`src/rtl/row_hist_arbiter_pkg.sv`:
```
// Shared definitions for the row histogram arbiter: bin geometry and arbiter FSM state.
package hog_pkg;

    localparam int NUM_BINS      = 9;
    localparam int BIN_IDX_WIDTH = 4;

    typedef enum logic [0:0] {
        S_IDLE  = 1'b0,
        S_GRANT = 1'b1
    } arb_state_e;

endpackage

```
`src/rtl/row_hist_arbiter_if.sv`:
```
// Bundle of requester, histogram-unit and downstream handshakes around the arbiter.
interface row_hist_arbiter_if #(
    parameter int DATA_WIDTH = 8,
    parameter int BIN_WIDTH  = 11,
    parameter int NUM_REQ    = 2
);
    import hog_pkg::*;

    localparam int ID_WIDTH = $clog2(NUM_REQ);

    // Every channel is valid/ready: a beat transfers on a clock edge where both
    // are high; a source keeps valid and payload stable until it is accepted.
    logic [NUM_REQ-1:0]               req_valid;
    logic [NUM_REQ-1:0]               req_ready;
    logic [NUM_REQ*DATA_WIDTH-1:0]    req_magnitude;
    logic [NUM_REQ*BIN_IDX_WIDTH-1:0] req_bin;

    logic                             hu_in_valid;
    logic                             hu_in_ready;
    logic [DATA_WIDTH-1:0]            hu_magnitude;
    logic [BIN_IDX_WIDTH-1:0]         hu_bin_index;

    logic                             hu_out_valid;
    logic                             hu_out_ready;
    logic [NUM_BINS*BIN_WIDTH-1:0]    hu_histogram;

    logic                             out_valid;
    logic                             out_ready;
    logic [NUM_BINS*BIN_WIDTH-1:0]    out_histogram;
    logic [ID_WIDTH-1:0]              out_id;

    modport slave (
        input  req_valid, req_magnitude, req_bin,
        output req_ready,
        output hu_in_valid, hu_magnitude, hu_bin_index,
        input  hu_in_ready,
        input  hu_out_valid, hu_histogram,
        output hu_out_ready,
        output out_valid, out_histogram, out_id,
        input  out_ready
    );

    modport master (
        output req_valid, req_magnitude, req_bin,
        input  req_ready,
        input  hu_in_valid, hu_magnitude, hu_bin_index,
        output hu_in_ready,
        output hu_out_valid, hu_histogram,
        input  hu_out_ready,
        input  out_valid, out_histogram, out_id,
        output out_ready
    );

endinterface

```
`src/rtl/row_hist_arbiter_tag_fifo.sv`:
```
// First-word-fall-through tag FIFO recording which requester owns each in-flight segment.
module tag_fifo #(
    parameter  int DEPTH = 2,
    parameter  int WIDTH = 1,
    localparam int AW    = $clog2(DEPTH)
) (
    input  logic             clk,
    input  logic             rst,
    input  logic             i_push,
    input  logic [WIDTH-1:0] i_din,
    input  logic             i_pop,
    output logic [WIDTH-1:0] o_dout,
    output logic             o_full,
    output logic             o_empty,
    output logic [AW:0]      o_count
);

    logic [WIDTH-1:0] r_mem [DEPTH];
    logic [AW-1:0]    r_wr_ptr;
    logic [AW-1:0]    r_rd_ptr;
    logic [AW:0]      r_count;
    logic             w_push_ok;
    logic             w_pop_ok;

    assign o_full    = (r_count == (AW+1)'(DEPTH));
    assign o_empty   = (r_count == '0);
    assign o_count   = r_count;
    assign o_dout    = r_mem[r_rd_ptr];
    assign w_push_ok = i_push && !o_full;
    assign w_pop_ok  = i_pop && !o_empty;

    always_ff @(posedge clk) begin
        if (w_push_ok) r_mem[r_wr_ptr] <= i_din;
    end

    // Pointers wrap naturally because DEPTH is a power of two.
    always_ff @(posedge clk or posedge rst) begin
        if (rst) begin
            r_wr_ptr <= '0;
            r_rd_ptr <= '0;
            r_count  <= '0;
        end else begin
            if (w_push_ok) r_wr_ptr <= r_wr_ptr + AW'(1);
            if (w_pop_ok)  r_rd_ptr <= r_rd_ptr + AW'(1);
            case ({w_push_ok, w_pop_ok})
                2'b10:   r_count <= r_count + (AW+1)'(1);
                2'b01:   r_count <= r_count - (AW+1)'(1);
                default: r_count <= r_count;
            endcase
        end
    end

endmodule

```
`src/rtl/row_hist_arbiter.sv`:
```
// Round-robin arbiter sharing one row histogram unit among pixel streams, tagging results by owner.
// Optional per-requester segment counters on seg_count when ROW_HIST_ARB_STATS_EN is defined.
module row_hist_arbiter
    import hog_pkg::*;
#(
    parameter  int DATA_WIDTH    = 8,
    parameter  int BIN_WIDTH     = 11,
    parameter  int NUM_REQ       = 2,
    parameter  int SEG_LEN       = 8,
    parameter  int ID_FIFO_DEPTH = 2,
    localparam int ID_W          = $clog2(NUM_REQ),
    localparam int CNT_W         = (SEG_LEN > 1) ? $clog2(SEG_LEN) : 1,
    localparam int FC_W          = $clog2(ID_FIFO_DEPTH) + 1
) (
    input  logic                  clk,
    input  logic                  rst,
    row_hist_arbiter_if.slave     bus,
    output logic                  err_orphan,
`ifdef ROW_HIST_ARB_STATS_EN
    output logic [NUM_REQ*16-1:0] seg_count,
`endif
    output arb_state_e            o_dbg_state,
    output logic [ID_W-1:0]       o_dbg_rr_ptr,
    output logic [CNT_W-1:0]      o_dbg_beat,
    output logic [FC_W-1:0]       o_dbg_fifo_count
);

    arb_state_e               r_state;
    arb_state_e               w_state_nxt;
    logic [ID_W-1:0]          r_owner;
    logic [ID_W-1:0]          r_rr_ptr;
    logic [CNT_W-1:0]         r_beat;
    logic                     r_err;

    logic [ID_W:0]            w_sum;
    logic [ID_W-1:0]          w_pick;
    logic                     w_found;
    logic                     w_own_valid;
    logic [DATA_WIDTH-1:0]    w_own_mag;
    logic [BIN_IDX_WIDTH-1:0] w_own_bin;
    logic                     w_hs;
    logic                     w_last;
    logic                     w_push;
    logic                     w_pop;
    logic [NUM_REQ-1:0]       w_req_ready;
    logic                     w_fifo_full;
    logic                     w_fifo_empty;
    logic [ID_W-1:0]          w_fifo_head;

    // First valid requester at or after rr_ptr, wrapping modulo NUM_REQ.
    always_comb begin
        w_found = 1'b0;
        w_pick  = '0;
        w_sum   = '0;
        for (int k = 0; k < NUM_REQ; k++) begin
            w_sum = {1'b0, r_rr_ptr} + (ID_W+1)'(k);
            if (w_sum >= (ID_W+1)'(NUM_REQ)) w_sum = w_sum - (ID_W+1)'(NUM_REQ);
            if (!w_found && bus.req_valid[w_sum[ID_W-1:0]]) begin
                w_found = 1'b1;
                w_pick  = w_sum[ID_W-1:0];
            end
        end
    end

    always_comb begin
        w_own_valid = 1'b0;
        w_own_mag   = '0;
        w_own_bin   = '0;
        for (int i = 0; i < NUM_REQ; i++) begin
            if (r_owner == ID_W'(i)) begin
                w_own_valid = bus.req_valid[i];
                w_own_mag   = bus.req_magnitude[i*DATA_WIDTH +: DATA_WIDTH];
                w_own_bin   = bus.req_bin[i*BIN_IDX_WIDTH +: BIN_IDX_WIDTH];
            end
        end
    end

    assign w_hs   = (r_state == S_GRANT) && w_own_valid && bus.hu_in_ready;
    assign w_last = w_hs && (r_beat == CNT_W'(SEG_LEN - 1));

    always_ff @(posedge clk or posedge rst) begin
        if (rst) r_state <= S_IDLE;
        else     r_state <= w_state_nxt;
    end

    always_comb begin
        w_state_nxt      = r_state;
        w_push           = 1'b0;
        w_req_ready      = '0;
        bus.hu_in_valid  = 1'b0;
        bus.hu_magnitude = '0;
        bus.hu_bin_index = '0;
        case (r_state)
            S_IDLE: begin
                if (w_found && !w_fifo_full) begin
                    w_push      = 1'b1;
                    w_state_nxt = S_GRANT;
                end
            end
            S_GRANT: begin
                bus.hu_in_valid  = w_own_valid;
                bus.hu_magnitude = w_own_mag;
                bus.hu_bin_index = w_own_bin;
                for (int i = 0; i < NUM_REQ; i++) begin
                    if (r_owner == ID_W'(i)) w_req_ready[i] = bus.hu_in_ready;
                end
                if (w_last) w_state_nxt = S_IDLE;
            end
            default: w_state_nxt = S_IDLE;
        endcase
    end

    always_ff @(posedge clk or posedge rst) begin
        if (rst) begin
            r_owner  <= '0;
            r_rr_ptr <= '0;
            r_beat   <= '0;
            r_err    <= 1'b0;
        end else begin
            if (w_push) r_owner <= w_pick;
            if (w_hs)   r_beat  <= w_last ? '0 : r_beat + CNT_W'(1);
            if (w_last) r_rr_ptr <= (r_owner == ID_W'(NUM_REQ - 1)) ? '0 : r_owner + ID_W'(1);
            if (bus.hu_out_valid && w_fifo_empty) r_err <= 1'b1;
        end
    end

    tag_fifo #(
        .DEPTH (ID_FIFO_DEPTH),
        .WIDTH (ID_W)
    ) u_tag_fifo (
        .clk     (clk),
        .rst     (rst),
        .i_push  (w_push),
        .i_din   (w_pick),
        .i_pop   (w_pop),
        .o_dout  (w_fifo_head),
        .o_full  (w_fifo_full),
        .o_empty (w_fifo_empty),
        .o_count (o_dbg_fifo_count)
    );

    // A result is only forwarded when there is an owner tag to attach to it.
    assign bus.out_valid     = bus.hu_out_valid && !w_fifo_empty;
    assign bus.hu_out_ready  = bus.out_ready && !w_fifo_empty;
    assign bus.out_id        = w_fifo_head;
    assign bus.out_histogram = bus.hu_histogram;
    assign bus.req_ready     = w_req_ready;
    assign w_pop             = bus.out_valid && bus.out_ready;

    assign err_orphan   = r_err;
    assign o_dbg_state  = r_state;
    assign o_dbg_rr_ptr = r_rr_ptr;
    assign o_dbg_beat   = r_beat;

`ifdef ROW_HIST_ARB_STATS_EN
    logic [15:0] r_seg_cnt [NUM_REQ];

    always_ff @(posedge clk or posedge rst) begin
        if (rst) begin
            for (int i = 0; i < NUM_REQ; i++) r_seg_cnt[i] <= '0;
        end else if (w_last) begin
            for (int i = 0; i < NUM_REQ; i++) begin
                if (r_owner == ID_W'(i)) r_seg_cnt[i] <= r_seg_cnt[i] + 16'd1;
            end
        end
    end

    always_comb begin
        seg_count = '0;
        for (int i = 0; i < NUM_REQ; i++) seg_count[i*16 +: 16] = r_seg_cnt[i];
    end
`endif

endmodule

```
`src/flat_wrapper.sv`:
```
// flat-port wrapper written by rule: the top's interface ports become plain ports
module row_hist_arbiter_flat import hog_pkg::*;
#(
    parameter  int DATA_WIDTH    = 8,
    parameter  int BIN_WIDTH     = 11,
    parameter  int NUM_REQ       = 2,
    parameter  int SEG_LEN       = 8,
    parameter  int ID_FIFO_DEPTH = 2,
    localparam int ID_W          = $clog2(NUM_REQ),
    localparam int CNT_W         = (SEG_LEN > 1) ? $clog2(SEG_LEN) : 1,
    localparam int FC_W          = $clog2(ID_FIFO_DEPTH) + 1
)
  (clk, rst, err_orphan, o_dbg_state, o_dbg_rr_ptr, o_dbg_beat, o_dbg_fifo_count, bus_req_valid, bus_req_magnitude, bus_req_bin, bus_req_ready, bus_hu_in_valid, bus_hu_magnitude, bus_hu_bin_index, bus_hu_in_ready, bus_hu_out_valid, bus_hu_histogram, bus_hu_out_ready, bus_out_valid, bus_out_histogram, bus_out_id, bus_out_ready);
  row_hist_arbiter_if #(.DATA_WIDTH(DATA_WIDTH), .BIN_WIDTH(BIN_WIDTH), .NUM_REQ(NUM_REQ)) bus_i ();
  input  logic clk;
  input  logic rst;
  output logic err_orphan;
  output arb_state_e o_dbg_state;
  output logic [ID_W-1:0] o_dbg_rr_ptr;
  output logic [CNT_W-1:0] o_dbg_beat;
  output logic [FC_W-1:0] o_dbg_fifo_count;
  input wire logic [$bits(bus_i.req_valid)-1:0] bus_req_valid;
  input wire logic [$bits(bus_i.req_magnitude)-1:0] bus_req_magnitude;
  input wire logic [$bits(bus_i.req_bin)-1:0] bus_req_bin;
  output wire logic [$bits(bus_i.req_ready)-1:0] bus_req_ready;
  output wire logic [$bits(bus_i.hu_in_valid)-1:0] bus_hu_in_valid;
  output wire logic [$bits(bus_i.hu_magnitude)-1:0] bus_hu_magnitude;
  output wire logic [$bits(bus_i.hu_bin_index)-1:0] bus_hu_bin_index;
  input wire logic [$bits(bus_i.hu_in_ready)-1:0] bus_hu_in_ready;
  input wire logic [$bits(bus_i.hu_out_valid)-1:0] bus_hu_out_valid;
  input wire logic [$bits(bus_i.hu_histogram)-1:0] bus_hu_histogram;
  output wire logic [$bits(bus_i.hu_out_ready)-1:0] bus_hu_out_ready;
  output wire logic [$bits(bus_i.out_valid)-1:0] bus_out_valid;
  output wire logic [$bits(bus_i.out_histogram)-1:0] bus_out_histogram;
  output wire logic [$bits(bus_i.out_id)-1:0] bus_out_id;
  input wire logic [$bits(bus_i.out_ready)-1:0] bus_out_ready;
  assign bus_i.req_valid = bus_req_valid;
  assign bus_i.req_magnitude = bus_req_magnitude;
  assign bus_i.req_bin = bus_req_bin;
  assign bus_req_ready = bus_i.req_ready;
  assign bus_hu_in_valid = bus_i.hu_in_valid;
  assign bus_hu_magnitude = bus_i.hu_magnitude;
  assign bus_hu_bin_index = bus_i.hu_bin_index;
  assign bus_i.hu_in_ready = bus_hu_in_ready;
  assign bus_i.hu_out_valid = bus_hu_out_valid;
  assign bus_i.hu_histogram = bus_hu_histogram;
  assign bus_hu_out_ready = bus_i.hu_out_ready;
  assign bus_out_valid = bus_i.out_valid;
  assign bus_out_histogram = bus_i.out_histogram;
  assign bus_out_id = bus_i.out_id;
  assign bus_i.out_ready = bus_out_ready;
  row_hist_arbiter #(.DATA_WIDTH(DATA_WIDTH), .BIN_WIDTH(BIN_WIDTH), .NUM_REQ(NUM_REQ), .SEG_LEN(SEG_LEN), .ID_FIFO_DEPTH(ID_FIFO_DEPTH)) u_core (.clk(clk), .rst(rst), .bus(bus_i), .err_orphan(err_orphan), .o_dbg_state(o_dbg_state), .o_dbg_rr_ptr(o_dbg_rr_ptr), .o_dbg_beat(o_dbg_beat), .o_dbg_fifo_count(o_dbg_fifo_count));
endmodule
```
`config.mk`:
```
export PLATFORM = sky130hd
export DESIGN_NAME = row_hist_arbiter_flat
export DESIGN_NICKNAME = d
export VERILOG_FILES = /design/src/rtl/row_hist_arbiter_pkg.sv /design/src/rtl/row_hist_arbiter_if.sv /design/src/rtl/row_hist_arbiter_tag_fifo.sv /design/src/rtl/row_hist_arbiter.sv /design/src/flat_wrapper.sv
export SDC_FILE = /design/constraint.sdc
export NUM_CORES = 1
export LEC_CHECK = 0
export CORE_AREA = 2 2 100 102
export DETAILED_ROUTE_END_ITERATION = 6
export DIE_AREA = 0 0 102 104
export HOLD_SLACK_MARGIN = 0.06
export MAX_ROUTING_LAYER = met4
export PLACE_DENSITY = 0.72
export SLEW_MARGIN = 20
export SYNTH_ARGS = -nofsm -noshare
export SYNTH_HDL_FRONTEND = slang
export SYNTH_SLANG_ARGS = --single-unit
```
`constraint.sdc`:
```
create_clock -name clk -period 1.7 [get_ports clk]
set_input_delay 0.255 -clock clk [delete_from_list [all_inputs] [get_ports clk]]
set_output_delay 0.255 -clock clk [all_outputs]
set_load 0.02 [all_outputs]
```
==> results of run 1 <==
[power breakdown]
group	internal, mW	switching (mW)
registers	0.445	0.106
clock network	0.165	0.108
logic	0.853	0.858
total	1.46	1.07
[layout make-up]
| class | instances | area, um^2 | area share [%] |
|---|---|---|---|
| Clock buffer | 4 | 45.04 | 2.671 |
| Inverter | 5 | 18.77 | 1.113 |
| Multi-Input combinational cell | 59 | 466.7 | 27.67 |
| Sequential cell | 13 | 335.3 | 19.88 |
| Tap cell | 133 | 166.4 | 9.866 |
| Timing Repair Buffer | 68 | 654.4 | 38.80 |
[logic make-up after synthesis]
kind of cell               synth area share, %
adders and majority gates                2.374
AOI/OAI and AO/OA                        3.561
muxes                                    12.26
buffers and inverters                    49.45
xor gates and xnor gates                 2.769
and+or+nand+nor                          8.386
DFF                                      21.20
[routing by layer]
metal  vias to the layer above  wire length [um]
met5                         -                 0
met2                        61              1742
met4                         0               273
li1                        410                 -
met1                       417              1091
met3                        38               412
[repair_timing]
action | 4_1_cts | 5_1_grt
gates resized for setup | 20 | 5
endpoints found under the setup margin | 18 | 5
gates cloned | 0 | 0
[worst paths after layout]
kind	start	endpoint	slack (ps)	cells after the start
setup / recovery	u_core.r_owner	bus_hu_magnitude[5]	60	4
hold / removal	rst	u_core.o_dbg_beat[0]	320	2
setup reg to reg	u_core.u_tag_fifo.o_count[1]	u_core.u_tag_fifo.o_count[1]	210	6
hold reg to reg	u_core.err_orphan	u_core.err_orphan	460	1
max in group asynchronous	rst	u_core.err_orphan	1060	2
min in group clk	u_core.err_orphan	u_core.err_orphan	460	1
[Yosys cell counts]
cell type / instances
buf_4: 99
nor2_1: 19
mux2i_1: 13
dfrtp_1: 11
inv_1: 5
ha_1: 3
xnor2_1: 3
edfxtp_1: 2
mux2_4: 2
nor2b_1: 2
o21ai_0: 2
xor2_1: 2
a21boi_0: 1
a21o_1: 1
a32o_1: 1
and3_1: 1
and3b_1: 1
buf_2: 1
buf_6: 1
clkbuf_1: 1
mux2_2: 1
mux2i_4: 1
nand2_1: 1
nand2b_1: 1
nor2_4: 1
nor3b_2: 1
o211ai_2: 1
o41ai_1: 1
[critical path, cell delays in order (launching register included)]
cell and delay, ps:
dfrtp_1 410, buf_12 170, mux2i_1 120, nor2_1 110
clkdlybuf4s15_1 330
[through the flow]
step	cells	hold slack, ps
2_1_floorplan	179	107.4
3_3_place_gp	278	447.0
3_5_place_dp	278	455.0
4_1_cts	282	345.7
5_1_grt	282	366.6
6_report	282	322.2
==> reports/metrics.cfg, run 1 <==
[run_status]
outcome = finished clean

[timing]
skew_ps = 2.649
worst_pin_slew_ps = 453.9
rsz0062_at_grt = false
hold_viol_final = 0
slew_headroom_pct = 69.70
slew_violations = 0
setup_viol = 0
worst_slack_ps = 57.61
finalCritPeriodShare_pct = 96.61
fmax_mhz = 608.9
min_period_ps = 1642
finalSetupTns_ps = 0

[final_layout]
antenna_cells = 0
layout-drive-gt1-share_pct = 16.11
layout_common_cells = clkdlybuf4s50_1, nor2_1, mux2i_1, dlygate4sd2_1, dfrtp_1
nFillCells = 1096
area.growth.synth_to_final_pct = 6.646
design_area_um2 = 1687
nNetsFinal = 283
largest_reg_flops = 3
final_common_cell = clkdlybuf4s50_1
post-route-util_pct = 17.66

[routing]
dr.pass1.iters = 3
routed_wl_um = 3520
drt_iter0_drc = 18
ant_nets = 0
wl_per_cell_um = 12.48
vias = 926
viasPerCell = 3.284
drc = 0

[critical_path]
required_ps = 1440
path_max_fanout = 15
path_class = flip-flop to output port
arrival_ps = 1390
start_kind = flip-flop
cp-end-kind = output port

[clock_network]
cts_buffers = 3
cts_tree = yes
clockBufferDepth = 2
cts-htree-levels = 1
cts.sinks = 13
post-cts-setup-buffer-count = 0
clockRootBuffer = clkbuf_8
path_clk_slew_ps = 60
worstSkewPairLatency_ps = 240
cts_hold_buf = 0

[yosys]
synth.top_cell.area_share_pct = 46.99
synth_warnings = 0
syn_nets = 312
synth_area_um2 = 1582
avgSynthCellArea_um2 = 8.835
ys_seq_elements = 13
synth_top_area_cell = buf_4
synth.distinct_cells = 28
synth.area.top_cells = buf_4, dfrtp_1, mux2i_1, nor2_1, edfxtp_1
synth.yosys.seq_area_share_pct = 21.20
syn-instance-count = 179

[global_route]
groute.usage.overall_pct = 6.345
met2_usage_pct = 9.774
busiest_layer = met2
grt_max_degree = 16
grt_overflow = 0
met1_usage_pct = 5.446
grt_pass1_wl_um = 5071
met3_usage_pct = 3.159
antenna_found_initial = 0
grt_pass1_vias = 917

[place]
gp_congestion = 0.7461
placed_area_um2 = 1660
dp_hpwl_um = 2985
portBuffers = 56
dp_slack_ps = -157.9

[floorplanning]
die_y_um = 104
core_area_um2 = 9549
die_w_um = 102
start_util_pct = 16.56
rows = 36
dieArea_um2 = 10610
io_pins = 255

[pwr]
p_leak_nw = 0.7174
ir_drop_mv = 0.3680
power_mw = 2.536
powerDensity_nw_per_um2 = 1504

[min_path]
min_path_type = primary input to asynchronous set/reset pin

[run]
maxCapViolCount = 0

No activity file was read; power rests on OpenSTA's default activity.
==> run 2: changes to the inputs <==
Settings changed: CORE_AREA 2 2 100 102 to 2 2 98 100, DIE_AREA 0 0 102 104 to 0 0 100 102, PLACE_DENSITY 0.72 to 0.77.
Clock period 1.7 ns to 1.5 ns, I/O delays scaled along.
==> reports/metrics.cfg, run 2 (synthesis gave the netlist of run 1 again) <==
[final_layout]
largest_reg_flops = 3  ; unchanged
post-route-util_pct = 19.30  ; +1.6 points
nNetsFinal = 296  ; +4.6%
fin_cells = 273  ; -3.2%
antenna_cells = 0  ; unchanged
layout_common_cells = clkdlybuf4s50_1, buf_4, nor2_1
area.growth.synth_to_final_pct = 11.16
layout-drive-gt1-share_pct = 35.19  ; +19 points

[global_route]
grt_pass1_wl_um = 5154  ; +1.6%
groute.usage.overall_pct = 6.887  ; +0.54 points
grt_pass1_vias = 909  ; -0.87%
grt_overflow = 0  ; unchanged
antenna_found_initial = 0  ; unchanged
grt_max_degree = 14  ; -2

[clock_network]
clockRootBuffer = clkbuf_8
clockBufferDepth = 2  ; unchanged
cts_buffers = 3  ; unchanged
cts-htree-levels = 1  ; unchanged
cts.sinks = 13  ; unchanged
path_clk_slew_ps = 50  ; about the same
worstSkewPairLatency_ps = 240  ; about the same
cts_tree = yes
cts_hold_buf = 0  ; unchanged

[routing]
vias = 977  ; +5.5%
wl_per_cell_um = 14.27  ; +14%
met3_length_um = 559  ; +36%
met2_length_um = 1904  ; +9.3%
routed_wl_um = 3896  ; +11%
drt_iter0_drc = 16  ; -2
viasPerCell = 3.579  ; +9.0%
drc = 0  ; unchanged
dr.pass1.iters = 4  ; +1
drt-met1-wl_um = 1202  ; +10%
routed.top_layer = met4
ant_nets = 0  ; unchanged

[timing]
setup_viol = 9  ; +9
finalCritPeriodShare_pct = 102.6
worst_slack_ps = -38.63  ; -96.24 ps
rsz0062_at_grt = true
min_period_ps = 1539
slew_violations = 0  ; unchanged
slew_headroom_pct = 71.28  ; +1.6 points
hold_viol_final = 0  ; unchanged
worst_pin_slew_ps = 430.3  ; -23.62 ps
skew_ps = 4.171  ; +1.522 ps
fmax_mhz = 649.9

[run_status]
failed_checks = setup timing
outcome = finished with violations

[pwr]
p_leak_nw = 0.8142  ; +13%
power_mw = 3.159  ; +25%
ir_drop_mv = 0.3626  ; -1.5%
powerDensity_nw_per_um2 = 1797  ; +20%

[floorplanning]
dieArea_um2 = 10200  ; -3.8%
die_y_um = 102  ; -1.9%
io_pins = 255  ; unchanged
core_area_um2 = 9109  ; -4.6%
start_util_pct = 17.36  ; +0.80 points
die_w_um = 100  ; -2.0%
rows = 35  ; -2.8%

[critical_path]
arrival_ps = 1310  ; -80 ps
path_max_fanout = 11  ; -4
ff2ff_path_depth = 5  ; -1
required_ps = 1270  ; -170 ps
r2r_setup_slack_ps = 50  ; -160 ps
r2r-end = u_core.u_tag_fifo.o_count[1]
regToRegStartpoint = u_core.u_tag_fifo.o_count[0]
start_kind = flip-flop
cp-end-kind = output port
path_class = flip-flop to output port

[min_path]
min_path_type = primary input to asynchronous set/reset pin

[place]
dpl.cell_count = 260  ; -6.5%
gp_congestion = 0.7403  ; -0.78%
dp_hpwl_um = 3296  ; +10%
portBuffers = 56  ; unchanged

[run]
maxCapViolCount = 0  ; unchanged

## run 2: worst max path at each step
stage                     slack (ps)                    startpoint  depth (start not counted)                      endpoint
after floorplan                   10  u_core.u_tag_fifo.o_count[1]                          5  u_core.u_tag_fifo.o_count[1]
after global placement          -300              bus_req_valid[1]                          4               bus_hu_in_valid
after detailed placement        -310              bus_req_valid[1]                          4               bus_hu_in_valid
after CTS                       -110                u_core.r_owner                          4           bus_hu_bin_index[0]
after global routing            -100                u_core.r_owner                          5           bus_hu_magnitude[1]
final                            -40                u_core.r_owner                          5           bus_hu_bin_index[1]
## run 2: layout make-up
type / count / area (um^2)
multi-input combinational: 59 / 475.5
clock buffer: 4 / 45.04
sequential: 13 / 337.8
inverter: 5 / 18.77
timing repair buffer: 81 / 742.0
tap: 111 / 138.9
fill: 1000 / 7351
## run 2: metrics by stage
| step | setup TNS (ps) | hold WS, ps | setup slack [ps] | area [um^2] |
|---|---|---|---|---|
| 3_5_place_dp | -3918 | 450.1 | -308.3 | 1654 |
| 3_3_place_gp | -3549 | 450.1 | -303.3 | 1654 |
| 2_1_floorplan | 0 | 77.37 | 11.80 | 1585 |
| 5_1_grt | -885.8 | 302.1 | -104.0 | 1758 |
| 6_report | -216.8 | 278.7 | -38.63 | 1758 |
| 4_1_cts | -122.2 | 291.5 | -110.8 | 1639 |
## run 2: power breakdown
| group | switching (mW) | internal (mW) |
|---|---|---|
| Combinational | 1.03 | 1.18 |
| Sequential | 0.131 | 0.510 |
| Clock | 0.120 | 0.187 |
| Total | 1.28 | 1.88 |
## run 2: timing repair
item	4_1_cts	5_1_grt
gates resized for setup	62	32
buffers inserted	0	9
endpoints found under the hold margin	0	0
pin swaps	0	5
endpoints found under the setup margin	21	22
## run 2: critical path, stage by stage (launching register included)
cell and delay, ps:
dfrtp_2 440, buf_12 160, buf_4 130, mux2i_1 140, nor2_1 60, buf_4 150
## run 2: per-layer routing
layer / track usage (%) / up-vias
met1: 6.247 / 437
met3: 3.967 / 33
met5: - / -
met2: 10.45 / 71
met4: 5.796 / 0
li1: - / 436
